### src/rtl/mem_arbiter.sv
// mem_arbiter: shares one memory port between instruction fetch and data access with starvation and timeout control
module mem_arbiter #(
    parameter int STARVE_LIMIT = 4,
    parameter int TIMEOUT      = 15
) (
    input  logic        i_clk,
    input  logic        i_rst_n,
    input  logic        i_if_req,
    input  logic [31:0] i_if_addr,
    output logic        o_if_ack,
    output logic [31:0] o_if_rdata,
    input  logic        i_d_req,
    input  logic        i_d_we,
    input  logic [31:0] i_d_addr,
    input  logic [31:0] i_d_wdata,
    input  logic [2:0]  i_d_mode,
    output logic        o_d_ack,
    output logic [31:0] o_d_rdata,
    output logic        o_mem_en,
    output logic        o_mem_we,
    output logic [31:0] o_mem_addr,
    output logic [31:0] o_mem_wdata,
    output logic [2:0]  o_mem_mode,
    input  logic        i_mem_ready,
    input  logic [31:0] i_mem_rdata,
    output logic        o_bus_err
);
    localparam logic [3:0] LP_STARVE  = STARVE_LIMIT[3:0];
    localparam logic [7:0] LP_TIMEOUT = TIMEOUT[7:0];

    typedef enum logic [1:0] {IDLE, ISSUE, WAIT, ACK} state_t;

    state_t      r_state;
    logic        r_gnt_d;
    logic [3:0]  r_streak;
    logic [7:0]  r_wait_cnt;
    logic        r_mem_en;
    logic        r_mem_we;
    logic [31:0] r_mem_addr;
    logic [31:0] r_mem_wdata;
    logic [2:0]  r_mem_mode;
    logic        r_if_ack;
    logic        r_d_ack;
    logic [31:0] r_if_rdata;
    logic [31:0] r_d_rdata;
    logic        r_bus_err;

    logic w_any_req;
    logic w_gnt_d;
    logic w_timeout;

    assign w_any_req = i_if_req | i_d_req;
    // data wins a tie unless fetch has already been passed over STARVE_LIMIT times in a row
    assign w_gnt_d   = i_d_req & ~(i_if_req & (r_streak == LP_STARVE));
    assign w_timeout = (r_wait_cnt + 8'd1) == LP_TIMEOUT;

    assign o_if_ack    = r_if_ack;
    assign o_if_rdata  = r_if_rdata;
    assign o_d_ack     = r_d_ack;
    assign o_d_rdata   = r_d_rdata;
    assign o_mem_en    = r_mem_en;
    assign o_mem_we    = r_mem_we;
    assign o_mem_addr  = r_mem_addr;
    assign o_mem_wdata = r_mem_wdata;
    assign o_mem_mode  = r_mem_mode;
    assign o_bus_err   = r_bus_err;

    // access FSM: grant, issue one strobe, wait for ready or timeout, pulse ack
    always_ff @(posedge i_clk or negedge i_rst_n) begin
        if (!i_rst_n) begin
            r_state     <= IDLE;
            r_gnt_d     <= 1'b0;
            r_streak    <= 4'd0;
            r_wait_cnt  <= 8'd0;
            r_mem_en    <= 1'b0;
            r_mem_we    <= 1'b0;
            r_mem_addr  <= 32'd0;
            r_mem_wdata <= 32'd0;
            r_mem_mode  <= 3'd0;
            r_if_ack    <= 1'b0;
            r_d_ack     <= 1'b0;
            r_if_rdata  <= 32'd0;
            r_d_rdata   <= 32'd0;
            r_bus_err   <= 1'b0;
        end else begin
            case (r_state)
                IDLE: begin
                    if (w_any_req) begin
                        r_state    <= ISSUE;
                        r_mem_en   <= 1'b1;
                        r_gnt_d    <= w_gnt_d;
                        r_wait_cnt <= 8'd0;
                        if (w_gnt_d) begin
                            r_mem_we    <= i_d_we;
                            r_mem_addr  <= i_d_addr;
                            r_mem_wdata <= i_d_wdata;
                            r_mem_mode  <= i_d_mode;
                            if (i_if_req && r_streak != LP_STARVE)
                                r_streak <= r_streak + 4'd1;
                        end else begin
                            r_mem_we    <= 1'b0;
                            r_mem_addr  <= i_if_addr;
                            r_mem_wdata <= 32'd0;
                            r_mem_mode  <= 3'b010;
                            r_streak    <= 4'd0;
                        end
                    end
                end
                ISSUE, WAIT: begin
                    r_mem_en <= 1'b0;
                    if (i_mem_ready || w_timeout) begin
                        r_state   <= ACK;
                        r_bus_err <= ~i_mem_ready;
                        r_d_ack   <= r_gnt_d;
                        r_if_ack  <= ~r_gnt_d;
                        if (!r_gnt_d)
                            r_if_rdata <= i_mem_ready ? i_mem_rdata : 32'd0;
                        else if (!r_mem_we)
                            r_d_rdata <= i_mem_ready ? i_mem_rdata : 32'd0;
                    end else begin
                        r_state    <= WAIT;
                        r_wait_cnt <= r_wait_cnt + 8'd1;
                    end
                end
                ACK: begin
                    r_state   <= IDLE;
                    r_if_ack  <= 1'b0;
                    r_d_ack   <= 1'b0;
                    r_bus_err <= 1'b0;
                end
                default: r_state <= IDLE;
            endcase
        end
    end
endmodule

### config.mk
export PLATFORM = sky130hd
export DESIGN_NAME = mem_arbiter
export DESIGN_NICKNAME = d
export VERILOG_FILES = /design/src/rtl/mem_arbiter.sv
export SDC_FILE = /design/constraint.sdc
export NUM_CORES = 1
export LEC_CHECK = 0
export ABC_CLOCK_PERIOD_IN_PS = 2700
export BUFFER_PORTS_ARGS = -buffer_cell sky130_fd_sc_hd__clkbuf_2
export CAP_MARGIN = 20
export CORE_MARGIN = 5
export CORE_UTILIZATION = 28
export CTS_CLUSTER_SIZE = 25
export DETAILED_ROUTE_END_ITERATION = 8
export GPL_ROUTABILITY_DRIVEN = 0
export HOLD_SLACK_MARGIN = 0.08
export SLEW_MARGIN = 10
export SYNTH_ARGS = -nofsm -noshare
export SYNTH_HDL_FRONTEND = slang
export SYNTH_SLANG_ARGS = --single-unit
export TNS_END_PERCENT = 10
### constraint.sdc
create_clock -name i_clk -period 2.7 [get_ports i_clk]
set_input_delay 0.135 -clock i_clk [delete_from_list [all_inputs] [get_ports i_clk]]
set_output_delay 0.135 -clock i_clk [all_outputs]
set_load 0.01 [all_outputs]
# Word-level counts from Yosys, hierarchy flattened
# Cells that the tools add are included.
word_totals:
  reg_bits: 151
  word_cells: 67
op_classes:
  reduce_logical: 13
  n_addsub: 2
  n_bitwise: 7
  n_eq_ne: 10
  n_mux: 21
op_table:
  columns: ["op", "n"]
  rows:
  - ["$mux W32", 3]
  - ["$mux W8", 2]
  - ["$pmux W8 S2", 1]
  - ["$reduce_and A3 Y1", 3]
  - ["$add A8 B1 Y8 const B", 1]
  - ["$eq A8 B4 Y1 const B", 1]
  - ["$mux W4", 2]
  - ["$pmux W1 S2", 4]
  - ["$mux W1", 6]
  - ["$ne A2 B2 Y1 const B", 3]
  - ["$pmux W2 S3", 1]
  - ["$reduce_and A2 Y1", 3]
  - ["$add A4 B1 Y4 const B", 1]
  - ["$eq A2 B2 Y1 const B", 2]
  - ["$eq A4 B3 Y1 const B", 1]
  - ["$ne A4 B3 Y1 const B", 1]
  - ["$not A1 Y1", 4]
  - ["$reduce_and A4 Y1", 1]
  - ["$reduce_bool A2 Y1", 2]
  - ["$mux W3", 1]
  - ["$and A1 B1 Y1", 2]
  - ["$eq A2 B1 Y1 const B", 1]
  - ["$logic_not A2 Y1", 1]
  - ["$mux W2", 1]
  - ["5 further kinds", 5]

# Logic depth before layout (Yosys ltp)
# Gate-level depths: netlist of the first run.
depth:
  word_depth: 6
  mapped_depth: 9
  depth_no_buf: 7

# Worst setup path before layout of the first run
# No wires, ideal clock.
synth_path:
  path_type: "reg2reg"
  startpoint: "register r_wait_cnt[1]"
  endpoint: "register r_d_rdata[10] (netlist: o_d_rdata[10])"
  setup_slack_ns: 0.503
  path_buffers: 1
  period_less_slack_ns: 2.197
  path_stages_with_launch: 9
  t_required_ns: 2.579
  t_arrival_ns: 2.076
  cell_sequence: "dfrtp_1 -> ha_1 -> nand2b_1 -> o21ai_1 -> a21oi_1 -> o41ai_4 -> nand4b_1 -> buf_2 -> a22o_1"
synth_between:
  elab_chain_cells: 4
synth_lines:
  columns: ["element", "line_no", "text"]
  rows:
  - ["start: declaration", "36", "logic [7:0] r_wait_cnt;"]
  - ["start signal: assignment", "122", "r_wait_cnt <= r_wait_cnt + 8'd1;"]
  - ["$add A8 B1 Y8", "55", "assign w_timeout = (r_wait_cnt + 8'd1) == LP_TIMEOUT;"]
  - ["$eq A8 B4 Y1", "55", null]
  - ["$logic_or A1 B1 Y1", "111", "if (i_mem_ready || w_timeout) begin"]
  - ["$reduce_and A4 Y1 (no source line)", null, null]
  - ["end signal: assignment", "119", "r_d_rdata <= i_mem_ready ? i_mem_rdata : 32'd0;"]
  - ["end: declaration", "45", "logic [31:0] r_d_rdata;"]
# Every way passes these cells.
# A chain may end at the register's enable or synchronous reset.

# Worst setup path after layout of the first run
layout_path:
  startpoint: "register r_wait_cnt[0]"
  endpoint: "register r_d_rdata[13] (netlist: o_d_rdata[13])"
# The elaborated chain is that of the path after synthesis.

==> results of run 1 <==
[metrics by stage]
stage	utilization (%)	area [µm²]	hold slack [ps]
final	45.4	9810	140
after CTS	45.4	9810	124
after global routing	45.4	9810	147
after floorplan	-	6100	-161
after global placement	36.4	7860	165
after detailed placement	36.4	7860	158
[per-layer routing]
metal / up-vias / wire [µm] / global-route usage (%)
met5: - / 0 / 0
met4: 0 / 353 / 4.83
met3: 22 / 1570 / 4.73
met2: 232 / 8900 / 25.0
met1: 2577 / 8070 / 19.4
li1: 2647 / - / -
[kinds of logic (layout without fill, tap and decap cells)]
logic type               Yosys count  count (layout)
adder cells (fa/ha/maj)            6               6
AO/OA/AOI/OAI                    164             164
AND/OR/NAND/NOR                   87              87
buffers and inverters             44             464
flip-flops                       151             151
XOR/XNOR                           2               2
multiplexers                      37              37
[cell usage in the layout (no fill, tap or decap), types with 7 or more instances in the layout]
cell type / n
mux2i_1: 34
nand2_1: 43
dlygate4sd3_1: 135
dfrtp_1: 151
a22o_1: 101
nand3_1: 7
o21ai_0: 40
clkbuf_2: 271
buf_4: 10
clkbuf_16: 17
nor2_1: 7
inv_1: 11
[registers in the layout (all words and copies together), names as in the netlist, 2 cells and up]
name and flops:
o_d_rdata 32, o_if_rdata 32, o_mem_addr 32, o_mem_mode 3, o_mem_wdata 32, r_state 2
r_streak 4, r_wait_cnt 8
[repair_timing]
action                                 in CTS  in global routing
endpoints found under the hold margin     191                  0
hold buffers                              135                  0
gates resized for setup                     0                  0
[tightest hold or removal path: stages]
cell	delay, ps
clkbuf_2	130
nand2_2	140
o21ai_0	100
[worst max path at each step]
stage | to | slack, ps | cells after the start
floorplan | o_d_rdata[10]$_DFFE_PN0P_ | 500 | 8
global placement | o_d_rdata[7]$_DFFE_PN0P_ | 360 | 8
detailed placement | o_d_rdata[13]$_DFFE_PN0P_ | 320 | 8
CTS | o_d_rdata[13]$_DFFE_PN0P_ | 290 | 8
global route | o_d_rdata[13]$_DFFE_PN0P_ | 150 | 8
finish | o_d_rdata[13]$_DFFE_PN0P_ | 290 | 8
[layout make-up]
type / count / area [µm²]
sequential: 151 / 3780
timing repair buffer: 421 / 2870
multi-input combinational: 296 / 2170
clock inverter: 15 / 174
fill: 1946 / 11800
tap: 280 / 350
clock buffer: 17 / 425
inverter: 11 / 41.3
[power by group]
part,switching [mW],internal (mW),leakage (nW)
Sequential,0.612,3.26,1.90
Clock,1.12,1.25,0.285
Combinational,2.16,1.87,2.81
==> results.sh, run 1 <==
export IMPL_synth_top_family_by_area="compound AO/OA/AOI/OAI gates"
export IMPL_start_util_pct=28.2
export IMPL_ff2ff_path_depth=8
export IMPL_hold_start="i_d_req"
export IMPL_wirelength_mm=18.9
export IMPL_total_power_mw=10.3
export IMPL_whs_path_depth=3
export IMPL_max_freq_mhz=415
export IMPL_dp_hpwl_mm=12.5
export IMPL_cp_end_kind="register"
export IMPL_syn_area_mm2=0.00610
export IMPL_synth_largest_area_cell="dfrtp_1"
export IMPL_cts_setup_buffers=0
export IMPL_die_h_um=158
export IMPL_row_count=54
export IMPL_report_final_slew_viol_count=0
export IMPL_power_density_mw_per_mm2=1050
export IMPL_first_pass_iters=4
export IMPL_period_share_pct=89.3
export IMPL_synth_top_area_share_pct=61.9
export IMPL_synthMuxAreaShare_pct=6.13
export IMPL_r2r_slack_ps=290
export IMPL_cts_tree="built"
export IMPL_holdPathEnd="r_streak[1]$_DFFE_PN0P_"
export IMPL_pre_cts_slack_ps=319
export IMPL_grt_antenna_before_repair=0
export IMPL_cp_cell_sequence="ha_1, nand2b_1, o21ai_1, a21oi_1, o41ai_4, nand4b_1, buf_4, a22o_1"
export IMPL_avgSynthCellArea_um2=12.4
export IMPL_grt_use_total_pct=15.3
export IMPL_cts_sinks=151
export IMPL_clk_latency_ps=420
export IMPL_max_stage_delay_ps=550
export IMPL_synth_area_leaders="dfrtp_1 62%, a22o_1 14%, mux2i_1 5.6%"
export IMPL_fp_coreArea_mm2=0.0216
export IMPL_grt_overflow=0
export IMPL_vias_per_cell=4.60
export IMPL_critPathLaunchType="register"
export IMPL_grt_first_pass_wirelength_mm=30.1
export IMPL_synth_top_flop_cell="dfrtp_1"
export IMPL_port_buffers=272
export IMPL_synth_cell_types=44
export IMPL_yosysWarnings=0
export IMPL_htree_num_levels=4
export IMPL_status="complete, no violations"
export IMPL_critPathBufInv=1
export IMPL_setup_viol=0
export IMPL_antenna_cells=0
export IMPL_ant_nets=0
export IMPL_cp_slowest_cell="o41ai_4"
export IMPL_synthSimpleGateAreaFrac_pct=6.81
export IMPL_rsz0062_at_grt="false"
export IMPL_cts_root_buf="clkbuf_16"
export IMPL_synth_seq_area_share_pct=61.9
export IMPL_fp_dieW_um=158
export IMPL_drt_wirelength_per_cell_um=15.9
export IMPL_tightest_slew_ps=938
export IMPL_hold_viol=0
export IMPL_synth_compound_gate_area_share_pct=20.7
export IMPL_synth_fa_ha_area_share_pct=1.23
export IMPL_grt_pass1_vias=5824
export IMPL_place_inst=1024
export IMPL_r2r_start="r_wait_cnt[0]$_DFFE_PN0P_"
export IMPL_grt_max_degree=60
export IMPL_tns_ps=0
export IMPL_synthesis_nets=634
export IMPL_syn2layout_area_growth_pct=60.8
export IMPL_synth_seq_cells=151
export IMPL_crit_family="compound AO/OA/AOI/OAI gates"
export IMPL_r2r_end="o_d_rdata[13]$_DFFE_PN0P_"
export IMPL_period_needed_ps=2410
export IMPL_crit_required_ps=3000
export IMPL_cp_max_fo=32
export IMPL_relSlewSlack_pct=37.2
export IMPL_fin_nets=1041
export IMPL_dr_total_vias=5478
export IMPL_startpoint="r_wait_cnt[0]$_DFFE_PN0P_"
export IMPL_fin_cells=1191
export IMPL_finalClockSkew_ps=16.0
export IMPL_ys_async_sr_fraction_pct=100
export IMPL_cellLeakagePower_nw=4.99
export IMPL_fin_ws_ps=290
export IMPL_post_synth_top_count_cell="dfrtp_1"
export IMPL_max_vdd_ir_drop_uv=418
export IMPL_clk_pin_slew_ps=70
export IMPL_final_layout_size_suffix_gt1_share_pct=36.1
export IMPL_dieArea_mm2=0.0249
export IMPL_cp_arrival_ps=2710
export IMPL_hp_class="in2reg"
export IMPL_synthXorXnorAreaFrac_pct=0.287
export IMPL_drt_iter0_markers=167
export IMPL_syn_inst=491
export IMPL_drc=0
export IMPL_numCtsBuffers=17
export IMPL_io_pins=273
export IMPL_synth_common_cells="151 x dfrtp_1, 101 x a22o_1, 44 x nand2_1"
export IMPL_synth_edff_count=0
export IMPL_critical_path_class="reg2reg"
export IMPL_max_cap_violations=0
export IMPL_clock_path_buffers=2
(Power assumes the default switching activity.)
==> inputs of run 2 (changes only) <==
--- a/config.mk
+++ b/config.mk
@@ -14,6 +14,7 @@
 export DETAILED_ROUTE_END_ITERATION = 8
 export GPL_ROUTABILITY_DRIVEN = 0
 export HOLD_SLACK_MARGIN = 0.08
+export REMOVE_ABC_BUFFERS = 1
 export SLEW_MARGIN = 10
 export SYNTH_ARGS = -nofsm -noshare
 export SYNTH_HDL_FRONTEND = slang
==> run 2 against run 1 <==
  * Clock-buffer cell count rose by 1
  * Sequential cell count did not move
  * Worst hold slack got worse by 28 ps
  * Clock skew fell by 0.59 ps
  * Sequential power barely moved
  * Critical path type unchanged
  * Largest cell class unchanged
==> results.sh, run 2 (synthesis results as in run 1) <==
export IMPL_postLayoutCoreUtil_pct=45.3
export IMPL_final_cell_mix="271 x clkbuf_2, 151 x dfrtp_1, 134 x dlygate4sd3_1"
export IMPL_max_vdd_ir_drop_uv=477
export IMPL_r2r_end="o_d_rdata[4]$_DFFE_PN0P_"
export IMPL_cts_root_buf="clkbuf_16"
export IMPL_power_density_mw_per_mm2=1040
export IMPL_cp_max_fo=32
export IMPL_antenna_cells=0
export IMPL_period_share_pct=87.9
export IMPL_crit_family="compound AO/OA/AOI/OAI gates"
export IMPL_first_pass_iters=5
export IMPL_drt_wirelength_per_cell_um=16.3
export IMPL_fp_coreArea_mm2=0.0216
export IMPL_report_final_slew_viol_count=0
export IMPL_n_fill_cell=1973
export IMPL_final_area_mm2=0.00980
export IMPL_setup_viol=0
export IMPL_cp_end_kind="register"
export IMPL_drt_iter0_markers=231
export IMPL_ff2ff_path_depth=8
export IMPL_clkPwrFrac_pct=22.5
export IMPL_r2r_slack_ps=330
export IMPL_htree_num_levels=4
export IMPL_rsz0062_at_grt="false"
export IMPL_port_buffers=272
export IMPL_max_cap_violations=0
export IMPL_relSlewSlack_pct=51.3
export IMPL_crit_required_ps=3000
export IMPL_cts_tree="built"
export IMPL_period_needed_ps=2370
export IMPL_grt_first_pass_wirelength_mm=31.0
export IMPL_hold_viol=0
export IMPL_hold_start="i_mem_ready"
export IMPL_clk_latency_ps=420
export IMPL_grt_pass1_vias=5978
export IMPL_cts_sinks=151
export IMPL_holdWs_ps=112
export IMPL_fin_nets=1042
export IMPL_hp_class="in2reg"
export IMPL_tns_ps=0
export IMPL_critPathLaunchType="register"
export IMPL_row_count=54
export IMPL_fin_ws_ps=326
export IMPL_multiInputGateArea_mm2=0.00218
export IMPL_r2r_start="r_wait_cnt[0]$_DFFE_PN0P_"
export IMPL_switchingPower_mw=3.86
export IMPL_grt_overflow=0
export IMPL_intPower_mw=6.36
export IMPL_grt_use_total_pct=15.8
export IMPL_switching_share_pct=37.7
export IMPL_cp_slowest_cell="o41ai_4"
export IMPL_critical_path_class="reg2reg"
export IMPL_cp_arrival_ps=2680
export IMPL_seqPwrFrac_pct=38.2
export IMPL_final_layout_size_suffix_gt1_share_pct=36.3
export IMPL_fin_cells=1192
export IMPL_finalClockSkew_ps=15.4
export IMPL_regArea_mm2=0.00378
export IMPL_wirelength_mm=19.5
export IMPL_grt_max_degree=78
export IMPL_place_area_mm2=0.00788
export IMPL_tightest_slew_ps=727
export IMPL_die_h_um=158
export IMPL_dr_total_vias=5556
export IMPL_cts_setup_buffers=0
export IMPL_drc=0
export IMPL_p_comb_share_pct=39.4
export IMPL_place_inst=1026
export IMPL_io_pins=273
export IMPL_clk_pin_slew_ps=60
export IMPL_holdPathEnd="r_wait_cnt[3]$_DFFE_PN0P_"
export IMPL_clock_path_buffers=2
export IMPL_dieArea_mm2=0.0249
export IMPL_max_freq_mhz=421
export IMPL_vias_per_cell=4.66
export IMPL_syn2layout_area_growth_pct=60.5
export IMPL_dp_hpwl_mm=12.7
export IMPL_critPathBufInv=1
export IMPL_numCtsBuffers=17
export IMPL_cellLeakagePower_nw=5.00
export IMPL_max_stage_delay_ps=530
export IMPL_fp_dieW_um=158
export IMPL_total_power_mw=10.2
export IMPL_grt_antenna_before_repair=0
export IMPL_pre_cts_slack_ps=322
export IMPL_status="complete, no violations"
export IMPL_whs_path_depth=3
export IMPL_ant_nets=0
export IMPL_layout_commonest_cell="clkbuf_2"
export IMPL_cp_cell_sequence="ha_1, nand2b_1, o21ai_1, a21oi_1, o41ai_4, nand4b_1, buf_12, a22o_1"
export IMPL_start_util_pct=28.2
[run 2: cell types whose count changed in the layout (fill, tap and decap cells not counted), sizes merged]
| cell | change |
|---|---|
| dlygate4sd3 | -1 |
| clkinv | -2 |
| buf | +2 |
| clkbuf | +1 |
| inv | +1 |
[run 2: power by group through the flow]
stage	Combinational, mW	Sequential (mW)	Clock, mW
CTS	4.06	3.89	2.37
detailed placement	3.91	3.90	0
global placement	3.81	3.94	0
global route	4.45	4.01	2.49
floorplan	1.73	4.24	0
finish	4.02	3.90	2.30
[run 2: how the worst max path moves through the flow]
stage / startpoint / end / slack, ps / cells past startpoint
global route: r_wait_cnt[1]$_DFFE_PN0P_ / o_d_rdata[11]$_DFFE_PN0P_ / 150 / 8
global placement: r_wait_cnt[1]$_DFFE_PN0P_ / o_d_rdata[25]$_DFFE_PN0P_ / 380 / 8
CTS: r_streak[0]$_DFFE_PN0P_ / o_mem_addr[9]$_DFFE_PN0P_ / 220 / 8
finish: r_wait_cnt[0]$_DFFE_PN0P_ / o_d_rdata[4]$_DFFE_PN0P_ / 330 / 8
detailed placement: r_wait_cnt[1]$_DFFE_PN0P_ / o_d_rdata[23]$_DFFE_PN0P_ / 320 / 8
floorplan: i_if_req / o_mem_addr[0]$_DFFE_PN0P_ / -1040 / 2
[run 2: final cells by class]
class	instances	area share, %
clock inverters	14	1.34
clock buffers	18	4.48
multi-input cells	296	22.2
flip-flops and latches	151	38.6
inverters	11	0.422
well taps	280	3.58
repair buffers	422	29.4
[run 2: per-layer routing]
metal  part of all wire, %  global-route usage (%)
met1                    42                    19.9
met2                    48                    26.2
met3                   8.3                    5.41
met4                   1.2                    4.26
met5                     0                       0
[run 2: tightest hold or removal path, stage by stage]
cell      delay (ps)
clkbuf_2         160
nor4_1            80
o21ai_1          110
[run 2: what timing repair did]
action / in CTS / in global routing
endpoints found under the hold margin: 186 / 0
hold buffers: 134 / 0
setup endpoints to repair: 0 / 2
gates resized for setup: 0 / 1
